### config.mk
export PLATFORM = sky130hd
export DESIGN_NAME = msg_out_buffer_flat
export DESIGN_NICKNAME = d
export VERILOG_FILES = /design/src/rtl/msg_out_buffer_pkg.sv /design/src/rtl/msg_out_buffer_if.sv /design/src/rtl/msg_sync_fifo.sv /design/src/rtl/msg_out_buffer.sv /design/src/flat_wrapper.sv
export SDC_FILE = /design/constraint.sdc
export NUM_CORES = 2
export LEC_CHECK = 0
export ABC_AREA = 0
export CORE_ASPECT_RATIO = 1.25
export CORE_UTILIZATION = 40
export CTS_BUF_LIST = sky130_fd_sc_hd__clkbuf_8
export CTS_CLUSTER_DIAMETER = 50
export DETAILED_ROUTE_END_ITERATION = 7
export GPL_TIMING_DRIVEN = 0
export PLACE_DENSITY = 0.67
export SYNTH_ARGS = -nofsm -noshare
export SYNTH_HDL_FRONTEND = slang
export SYNTH_SLANG_ARGS = --single-unit
### constraint.sdc
create_clock -name clk -period 12.9 [get_ports clk]
set_input_delay 1.29 -clock clk [delete_from_list [all_inputs] [get_ports clk]]
set_output_delay 1.29 -clock clk [all_outputs]
set_load 0.01 [all_outputs]
### src/rtl/msg_out_buffer_pkg.sv
// Shared message-parser definitions: widths, the stored message record and
// the bytemask popcount helper used wherever a byte length is needed.
package parser_pkg;

    localparam int OP_DATA_WIDTH = 256;
    localparam int OP_BM_WIDTH   = OP_DATA_WIDTH / 8;
    localparam int LEN_WIDTH     = $clog2(OP_BM_WIDTH) + 1;

    typedef struct packed {
        logic [OP_DATA_WIDTH-1:0] data;
        logic [OP_BM_WIDTH-1:0]   bytemask;
        logic [LEN_WIDTH-1:0]     len;
    } msg_t;

    typedef enum logic {
        EMPTY = 1'b0,
        HOLD  = 1'b1
    } head_state_t;

    function automatic logic [LEN_WIDTH-1:0] popcount(input logic [OP_BM_WIDTH-1:0] bytemask);
        logic [LEN_WIDTH-1:0] cnt;
        cnt = '0;
        for (int j = 0; j < OP_BM_WIDTH; j++) begin
            cnt = cnt + LEN_WIDTH'(bytemask[j]);
        end
        return cnt;
    endfunction

endpackage

### src/rtl/msg_out_buffer_if.sv
// Bundle of the parser-side input strobe, the valid/ready output port and
// the statistics signals of the output buffer.
interface msg_out_buffer_if #(
    parameter int DEPTH     = 4,
    parameter int CNT_WIDTH = 16
);
    import parser_pkg::*;

    logic                       in_valid;
    logic [OP_DATA_WIDTH-1:0]   in_data;
    logic [OP_BM_WIDTH-1:0]     in_bytemask;
    logic                       out_valid;
    logic                       out_ready;
    logic [OP_DATA_WIDTH-1:0]   out_data;
    logic [OP_BM_WIDTH-1:0]     out_bytemask;
    logic [LEN_WIDTH-1:0]       out_len;
    logic [$clog2(DEPTH):0]     fill_level;
    logic                       overflow;
    logic [CNT_WIDTH-1:0]       drop_count;
    logic                       clear_stats;

    modport master (
        output in_valid, in_data, in_bytemask, out_ready, clear_stats,
        input  out_valid, out_data, out_bytemask, out_len, fill_level, overflow, drop_count
    );

    modport slave (
        input  in_valid, in_data, in_bytemask, out_ready, clear_stats,
        output out_valid, out_data, out_bytemask, out_len, fill_level, overflow, drop_count
    );

endinterface

### src/rtl/msg_sync_fifo.sv
// Message storage with wrap-around pointers and an entry count. A push and a
// pop in the same cycle are both honoured, including when the FIFO is full.
module msg_sync_fifo
    import parser_pkg::*;
#(
    parameter int DEPTH = 4
) (
    input  logic                   clk,
    input  logic                   reset,
    input  logic                   i_push,
    input  logic                   i_pop,
    input  msg_t                   i_wdata,
    output msg_t                   o_next,
    output logic [$clog2(DEPTH):0] o_count,
    output logic                   o_full
);

    localparam int PTR_W = $clog2(DEPTH);
    localparam int CNT_W = PTR_W + 1;

    msg_t               r_mem [DEPTH];
    logic [PTR_W-1:0]   r_wptr;
    logic [PTR_W-1:0]   r_rptr;
    logic [PTR_W-1:0]   w_rptr_inc;
    logic [CNT_W-1:0]   r_count;

    // Storage carries no reset; validity is tracked solely by r_count.
    always_ff @(posedge clk) begin
        if (i_push) begin
            r_mem[r_wptr] <= i_wdata;
        end
    end

    always_ff @(posedge clk or posedge reset) begin
        if (reset) begin
            r_wptr  <= '0;
            r_rptr  <= '0;
            r_count <= '0;
        end else begin
            if (i_push) begin
                r_wptr <= r_wptr + PTR_W'(1);
            end
            if (i_pop) begin
                r_rptr <= r_rptr + PTR_W'(1);
            end
            case ({i_push, i_pop})
                2'b10:   r_count <= r_count + CNT_W'(1);
                2'b01:   r_count <= r_count - CNT_W'(1);
                default: r_count <= r_count;
            endcase
        end
    end

    // The entry behind the current head, needed to reload the head register on a pop.
    assign w_rptr_inc = r_rptr + PTR_W'(1);
    assign o_next     = r_mem[w_rptr_inc];
    assign o_count    = r_count;
    assign o_full     = (r_count == CNT_W'(DEPTH));

endmodule

### src/rtl/msg_out_buffer.sv
// Output stage of the message parser: absorbs one message per cycle, drops and
// counts messages when full, and presents the head message through a register.
module msg_out_buffer
    import parser_pkg::*;
#(
    parameter int DEPTH     = 4,
    parameter int CNT_WIDTH = 16
) (
    input  logic             clk,
    input  logic             reset,
    msg_out_buffer_if.slave  bus
);

    localparam int CNT_W = $clog2(DEPTH) + 1;

    head_state_t            r_state;
    head_state_t            w_state_next;
    msg_t                   r_head;
    msg_t                   w_head_next;
    msg_t                   w_in_msg;
    msg_t                   w_fifo_next;
    logic [CNT_W-1:0]       w_count;
    logic                   w_full;
    logic                   w_valid;
    logic                   w_req;
    logic                   w_pop;
    logic                   w_push;
    logic                   w_drop;
    logic                   r_overflow;
    logic [CNT_WIDTH-1:0]   r_drop_count;

    // The byte length is fixed when the message is accepted and travels with it.
    always_comb begin
        w_in_msg          = '0;
        w_in_msg.data     = bus.in_data;
        w_in_msg.bytemask = bus.in_bytemask;
        w_in_msg.len      = popcount(bus.in_bytemask);
    end

    assign w_req  = bus.in_valid && (bus.in_bytemask != '0);
    assign w_pop  = w_valid && bus.out_ready;
    assign w_push = w_req && (!w_full || w_pop);
    assign w_drop = w_req && w_full && !w_pop;

    msg_sync_fifo #(
        .DEPTH (DEPTH)
    ) u_fifo (
        .clk     (clk),
        .reset   (reset),
        .i_push  (w_push),
        .i_pop   (w_pop),
        .i_wdata (w_in_msg),
        .o_next  (w_fifo_next),
        .o_count (w_count),
        .o_full  (w_full)
    );

    always_ff @(posedge clk or posedge reset) begin
        if (reset) begin
            r_state <= EMPTY;
        end else begin
            r_state <= w_state_next;
        end
    end

    always_comb begin
        w_state_next = r_state;
        case (r_state)
            EMPTY: if (w_push) w_state_next = HOLD;
            HOLD:  if (w_pop && (w_count == CNT_W'(1)) && !w_push) w_state_next = EMPTY;
            default: w_state_next = EMPTY;
        endcase
    end

    always_comb begin
        w_valid = (r_state == HOLD);
    end

    // Head mirrors the oldest stored entry, or zero whenever the FIFO is empty.
    always_comb begin
        w_head_next = r_head;
        if (w_pop) begin
            if (w_count > CNT_W'(1)) begin
                w_head_next = w_fifo_next;
            end else if (w_push) begin
                w_head_next = w_in_msg;
            end else begin
                w_head_next = '0;
            end
        end else if ((r_state == EMPTY) && w_push) begin
            w_head_next = w_in_msg;
        end
    end

    always_ff @(posedge clk or posedge reset) begin
        if (reset) begin
            r_head <= '0;
        end else begin
            r_head <= w_head_next;
        end
    end

    // A clear takes priority but still records a drop from the same cycle.
    always_ff @(posedge clk or posedge reset) begin
        if (reset) begin
            r_overflow   <= 1'b0;
            r_drop_count <= '0;
        end else if (bus.clear_stats) begin
            r_overflow   <= w_drop;
            r_drop_count <= w_drop ? CNT_WIDTH'(1) : '0;
        end else if (w_drop) begin
            r_overflow <= 1'b1;
            if (!(&r_drop_count)) begin
                r_drop_count <= r_drop_count + CNT_WIDTH'(1);
            end
        end
    end

    assign bus.out_valid    = w_valid;
    assign bus.out_data     = r_head.data;
    assign bus.out_bytemask = r_head.bytemask;
    assign bus.out_len      = r_head.len;
    assign bus.fill_level   = w_count;
    assign bus.overflow     = r_overflow;
    assign bus.drop_count   = r_drop_count;

endmodule

### src/flat_wrapper.sv
// flat-port wrapper written by rule: the top's interface ports become plain ports
module msg_out_buffer_flat import parser_pkg::*;
#(
    parameter int DEPTH     = 4,
    parameter int CNT_WIDTH = 16
)
  (clk, reset, bus_in_valid, bus_in_data, bus_in_bytemask, bus_out_ready, bus_clear_stats, bus_out_valid, bus_out_data, bus_out_bytemask, bus_out_len, bus_fill_level, bus_overflow, bus_drop_count);
  msg_out_buffer_if #(.DEPTH(DEPTH), .CNT_WIDTH(CNT_WIDTH)) bus_i ();
  input  logic clk;
  input  logic reset;
  input wire logic [$bits(bus_i.in_valid)-1:0] bus_in_valid;
  input wire logic [$bits(bus_i.in_data)-1:0] bus_in_data;
  input wire logic [$bits(bus_i.in_bytemask)-1:0] bus_in_bytemask;
  input wire logic [$bits(bus_i.out_ready)-1:0] bus_out_ready;
  input wire logic [$bits(bus_i.clear_stats)-1:0] bus_clear_stats;
  output wire logic [$bits(bus_i.out_valid)-1:0] bus_out_valid;
  output wire logic [$bits(bus_i.out_data)-1:0] bus_out_data;
  output wire logic [$bits(bus_i.out_bytemask)-1:0] bus_out_bytemask;
  output wire logic [$bits(bus_i.out_len)-1:0] bus_out_len;
  output wire logic [$bits(bus_i.fill_level)-1:0] bus_fill_level;
  output wire logic [$bits(bus_i.overflow)-1:0] bus_overflow;
  output wire logic [$bits(bus_i.drop_count)-1:0] bus_drop_count;
  assign bus_i.in_valid = bus_in_valid;
  assign bus_i.in_data = bus_in_data;
  assign bus_i.in_bytemask = bus_in_bytemask;
  assign bus_i.out_ready = bus_out_ready;
  assign bus_i.clear_stats = bus_clear_stats;
  assign bus_out_valid = bus_i.out_valid;
  assign bus_out_data = bus_i.out_data;
  assign bus_out_bytemask = bus_i.out_bytemask;
  assign bus_out_len = bus_i.out_len;
  assign bus_fill_level = bus_i.fill_level;
  assign bus_overflow = bus_i.overflow;
  assign bus_drop_count = bus_i.drop_count;
  msg_out_buffer #(.DEPTH(DEPTH), .CNT_WIDTH(CNT_WIDTH)) u_core (.clk(clk), .reset(reset), .bus(bus_i));
endmodule
After elaboration in Yosys (flattened, before gate mapping) --
Memory sizes are Yosys's and may differ from the RTL's. Index checks and enable logic that the tools add are counted.
Word-level totals: flip-flop bits (word level) 319, memory bits (writable) 1176, output and inout port bits 315, logic and storage cells 86, memories kept 1
Memory list:
- u_core.u_fifo.r_mem | words 4, bits a word 294, read ports 1, clocked after Yosys merged registers in 0, write ports 1, line msg_sync_fifo.sv:21 | msg_t r_mem [DEPTH];
Cells by class: $add $sub $neg 36, order comparisons 1, eq/ne operators 5, muxes and demuxes 15, bitwise gates (word level) 1, reduce and logical (&&, ||, !) cells 18
Operators by type and width (count):
- two-way mux 294 bit | 4
- adder 6 x 1 -> 6 bit | 30
- two-way mux 16 bit | 3
- nonzero test 32 bit | 1
- adder 16 x 1 -> 16 bit (second input constant) | 1
- AND reduction 16 bit | 1
- logical AND 1 bit | 8
- two-way mux 1 bit | 6
- one-hot mux 3 bit (2 select lines) | 1
- nonzero test 2 bit | 3
- adder 2 x 1 -> 2 bit (second input constant) | 2
- adder 3 x 1 -> 3 bit (second input constant) | 1
- equality test 3 x 1 -> 1 bit (second input constant) | 1
- equality test 3 bit (second input constant) | 1
- > comparator 3 x 1 -> 1 bit (second input constant) | 1
- zero test 1 bit | 3
- subtractor 3 x 1 -> 3 bit (second input constant) | 1
- adder 1 x 1 -> 2 bit | 1
- equality test 2 x 1 -> 1 bit (second input constant) | 1
- equality test 2 bit (second input constant) | 1
- != test 2 bit (second input constant) | 1
- one-hot mux 1 bit (2 select lines) | 1
- AND reduction 2 bit | 1
- logical OR 1 bit | 1
- NOT 1 bit | 1

Longest topological paths before layout --
word-level depth 34, depth in mapped cells 18

By module --
From an unflattened synthesis, not the netlist that was laid out.
Unflattened totals: cells, all modules 2968, area total of the unflattened synthesis 58752.6 µm²
By module, submodules not included:
- msg_sync_fifo | times used 1, cells each 1572, area each 43244.0 µm², seq. area each 35489.0 µm²
- msg_out_buffer | times used 1, cells each 1396, area each 15508.6 µm², seq. area each 7807.5 µm²

Worst setup path after synthesis --
Ideal clock, no wire load.
path type input -> register, from input port bus_in_bytemask[0], to memory u_core.u_fifo.r_mem[0][0] in the netlist's numbering (enable), arrival time 9.067 ns, path slack 3.140 ns, stages 6, buffers on the path 0, cells stage by stage inv_1 ha_1 nor4b_2 and4_4 a21boi_0 and3_1
On the way: word-level cells in the longest chain between the ends 5
RTL lines:
- start: declaration | line flat_wrapper.sv:13 | input wire logic [$bits(bus_i.in_bytemask)-1:0] bus_in_bytemask;
- nonzero test 32 bit | line msg_out_buffer.sv:40 | assign w_req = bus.in_valid && (bus.in_bytemask != '0);
- logical AND 1 bit | line msg_out_buffer.sv:40
- logical AND 1 bit | line msg_out_buffer.sv:42 | assign w_push = w_req && (!w_full || w_pop);
- two-way mux 1 bit | line msg_sync_fifo.sv:29 | if (i_push) begin
- two-way mux 1 bit (not written as such) | line msg_sync_fifo.sv:30 | r_mem[r_wptr] <= i_wdata;
- end: declaration | line msg_sync_fifo.sv:21
No other way between the ends.

==> impl_metrics.env <==
export IMPL_outcome="completed"
export IMPL_synthesis_area_mm2=0.0585
export IMPL_tritoncts_num_sinks=1495
export IMPL_min_path_type="reg2reg"
export IMPL_critical_path_max_stage_delay_ns=0.69
export IMPL_grt_remaining_overflow=0
export IMPL_cts_buffers=229
export IMPL_power_ir_vdd_worst_mv=0.142
export IMPL_die_area_mm2=0.148
export IMPL_effective_utilization_at_floorplan_pct=40.4
export IMPL_drt_initial_drc_count=2683
export IMPL_timing_worst_setup_path_type="in2reg"
export IMPL_detailedRoute_firstPassIterationCount=5
export IMPL_timing_hold_ws_ns=0.508
export IMPL_rsz0062_at_grt="no"
export IMPL_total_negative_setup_slacks_ns=0
export IMPL_num_vias=34573
export IMPL_layout_setup_ws_ns=6.64
export IMPL_timing_critical_path_mode_cell="sky130_fd_sc_hd__fa_1"
export IMPL_yosys_register_bits=1495
export IMPL_postRouteAntennaNets=0
export IMPL_setup_viol=0
export IMPL_arrival_time_of_the_worst_setup_path_ns=6.92
export IMPL_max_cap_violations=0
export IMPL_postCtsSetupRepairBufs=0
export IMPL_row_count=156
export IMPL_drc=0
export IMPL_io_pins=608
export IMPL_synth_cell_type_count=59
export IMPL_timing_critical_path_cells="clkdlybuf4s50_1 -> inv_1 -> ha_1 -> inv_1 -> fa_1 -> fa_1 -> fa_1 -> fa_1 -> fa_1 -> fa_1 -> fa_1 -> inv_1 -> fa_1 -> a21o_1 -> a21oi_1 -> xor2_1 -> inv_1"
export IMPL_synth_cells=3295
export IMPL_synth_top_cells_by_area="sky130_fd_sc_hd__edfxtp_1 60%, sky130_fd_sc_hd__dfrtp_1 14%, sky130_fd_sc_hd__mux4_2 11%"
export IMPL_postCtsHoldBufs=0
export IMPL_worstPathBufferInverterCount=5
export IMPL_setup_worst_path_start="bus_in_bytemask[0]"
export IMPL_cts_root_buffer_cell="sky130_fd_sc_hd__clkbuf_8"
export IMPL_grt_max_degree=100
export IMPL_async_reset_ff_share_pct=21.3
export IMPL_cts_tree="yes"
export IMPL_portion_of_the_clock_cycle_consumed_by_the_worst_path_in_the_final_layout_pct=48.6
export IMPL_critPathMaxFanout=7
export IMPL_viasPerCell=5.51
export IMPL_mean_routed_wirelength_per_cell_um=25.5
export IMPL_worst_setup_hold_path_clk_slew_ns=0.06
export IMPL_dpl_worst_slack_ns=5.65
export IMPL_ctsResizeCount=0
export IMPL_crit_path_end_kind="flop"
export IMPL_avgSynthCellArea_um2=17.8
export IMPL_number_of_global_route_vias_before_repair=35886
export IMPL_synthesis_nets=3631
export IMPL_period_minus_slack_ns=6.26
export IMPL_synth_top_cell_area_share_pct=60.4
export IMPL_final_net_count=4495
export IMPL_grt_first_pass_wirelength_mm=234
export IMPL_worst_case_register_to_register_setup_slack_ns=9.13
export IMPL_hold_viol_final=0
export IMPL_timing_critical_path_depth=17
export IMPL_critical_path_slowest_cell="sky130_fd_sc_hd__clkdlybuf4s50_1"
export IMPL_die_w_um=344
export IMPL_synth_most_common_cell="sky130_fd_sc_hd__edfxtp_1"
export IMPL_timing_slew_headroom_pct=2.90
export IMPL_clock_latency_late_sink_ns=0.98
export IMPL_reg2reg_to="u_core.bus.out_data[171]"
export IMPL_htree_levels=4
export IMPL_yosys_area_top_type="sky130_fd_sc_hd__edfxtp_1"
export IMPL_area_delta_synth_final_pct=23.6
export IMPL_drv_slew=0
export IMPL_cts_root_to_sink_buffers=3
export IMPL_r2r_cells=9
export IMPL_worstSetupStartpointType="input pin"
export IMPL_fillers=12125
export IMPL_track_usage_pct=21.5
export IMPL_power_leakage_nw=24.7
export IMPL_max_freq_mhz=160
export IMPL_r2r_start="u_core.u_fifo.o_count[1]"
export IMPL_synth_cells_most_frequent="1176 x sky130_fd_sc_hd__edfxtp_1, 319 x sky130_fd_sc_hd__dfrtp_1, 294 x sky130_fd_sc_hd__mux4_2"
export IMPL_worst_setup_path_endpoint="u_core.u_fifo.r_mem[1][4]"
export IMPL_place_hpwl_mm=108
export IMPL_clock_skew_ns=0.0536
export IMPL_synth_warnings=0
export IMPL_p_per_area_mw_per_mm2=234
export IMPL_final_core_utilization_pct=49.9
export IMPL_synth_edff_count=1176
export IMPL_routed_wirelength_mm=160
export IMPL_critical_path_top_delay_family="adder cells"
export IMPL_place_gp_congestion=0.828
export IMPL_initial_antenna_violation_count=40
export IMPL_critPathRequiredTime_ns=13.55
export IMPL_core_area_mm2=0.145
export IMPL_synth_top_flop_cell="sky130_fd_sc_hd__edfxtp_1"
export IMPL_io_buffers=606
export IMPL_seq_area_frac_synth_pct=74.0
export IMPL_die_height_um=430
export IMPL_max_slew_worst_pin_slew_ns=1.46
export IMPL_layout_drive_gt1_share_pct=16.7
-- worst min-delay path by stage --
stage	to	start	cells past startpoint
finish	u_core.bus.out_data[9]	u_core.bus.out_data[9]	1
floorplan	u_core.u_fifo.r_wptr[0]	u_core.u_fifo.r_wptr[0]	1
CTS	u_core.bus.out_data[0]	u_core.bus.out_data[0]	1
global route	u_core.bus.out_data[0]	u_core.bus.out_data[0]	1
detailed placement	u_core.bus.out_data[0]	u_core.bus.out_data[0]	1
global placement	u_core.bus.out_bytemask[1]	u_core.bus.out_bytemask[1]	1
-- per-layer routing --
layer	routed length [µm]	track usage, %	vias up	share of wire [%]
met2	78800	35.2	1343	49
met1	61800	26.7	17907	39
met3	14200	7.17	308	8.9
met5	356	0	-	0.22
li1	-	-	14959	-
met4	4470	7.38	56	2.8
-- kinds of logic after synthesis --
logic type               Yosys count  synth area share, %
XOR/XNOR                           8                0.120
buffers and inverters            304                 2.37
AO/OA/AOI/OAI                    556                 6.01
multiplexers                     298                 11.4
AND/OR/NAND/NOR                  591                 4.88
flip-flops                      1495                 74.0
adder cells (fa/ha/maj)           43                 1.23
-- power by group --
part	switching, mW	total (mW)	internal (mW)
Sequential	0.473	7.09	6.61
Clock	1.88	3.86	1.99
Combinational	3.24	6.00	2.76
Total	5.59	16.9	11.4
-- cell usage in the layout (no fill, tap or decap), types with 149 or more instances in the layout --
cell                                 n
sky130_fd_sc_hd__clkbuf_8          254
sky130_fd_sc_hd__mux4_2            294
sky130_fd_sc_hd__clkdlybuf4s50_1   606
sky130_fd_sc_hd__edfxtp_1         1176
sky130_fd_sc_hd__a31oi_1           218
sky130_fd_sc_hd__inv_1             159
sky130_fd_sc_hd__nand2_1           232
sky130_fd_sc_hd__o21ai_0           199
sky130_fd_sc_hd__nor3_1            221
sky130_fd_sc_hd__clkbuf_1          149
sky130_fd_sc_hd__dfrtp_1           319
-- state kept, by name, indices dropped and copies added (netlist names) --
name / cells
u_core.bus.out_len: 6
u_core.u_fifo.r_wptr: 2
u_core.bus.overflow: 1
u_core.u_fifo.o_count: 3
u_core.u_fifo.r_mem: 1176
u_core.bus.drop_count: 16
u_core.u_fifo.r_rptr: 2
u_core.bus.out_bytemask: 32
u_core.bus.out_valid: 1
u_core.bus.out_data: 256
-- per-stage QoR --
step / power, mW / cell area [µm²] / instances
global placement: 13.5 / 66900 / 5797
finish: 16.9 / 72300 / 6273
global route: 17.8 / 72300 / 6270
detailed placement: 13.3 / 67700 / 5824
floorplan: 10.7 / 58500 / 3295
CTS: 17.2 / 72300 / 6261
-- area by class of cell --
class	instances	area, µm²	area share [%]
Sequential cell	1495	43300	59.9
Multi-Input combinational cell	1496	13800	19.1
Timing Repair Buffer	633	6790	9.40
Clock buffer	254	3500	4.83
Tap cell	1896	2370	3.28
Buffer	242	1150	1.60
Clock inverter	183	1080	1.49
Inverter	62	240	0.332
Antenna cell	12	30.0	0.0415
Power figures use the tool's default switching activity.
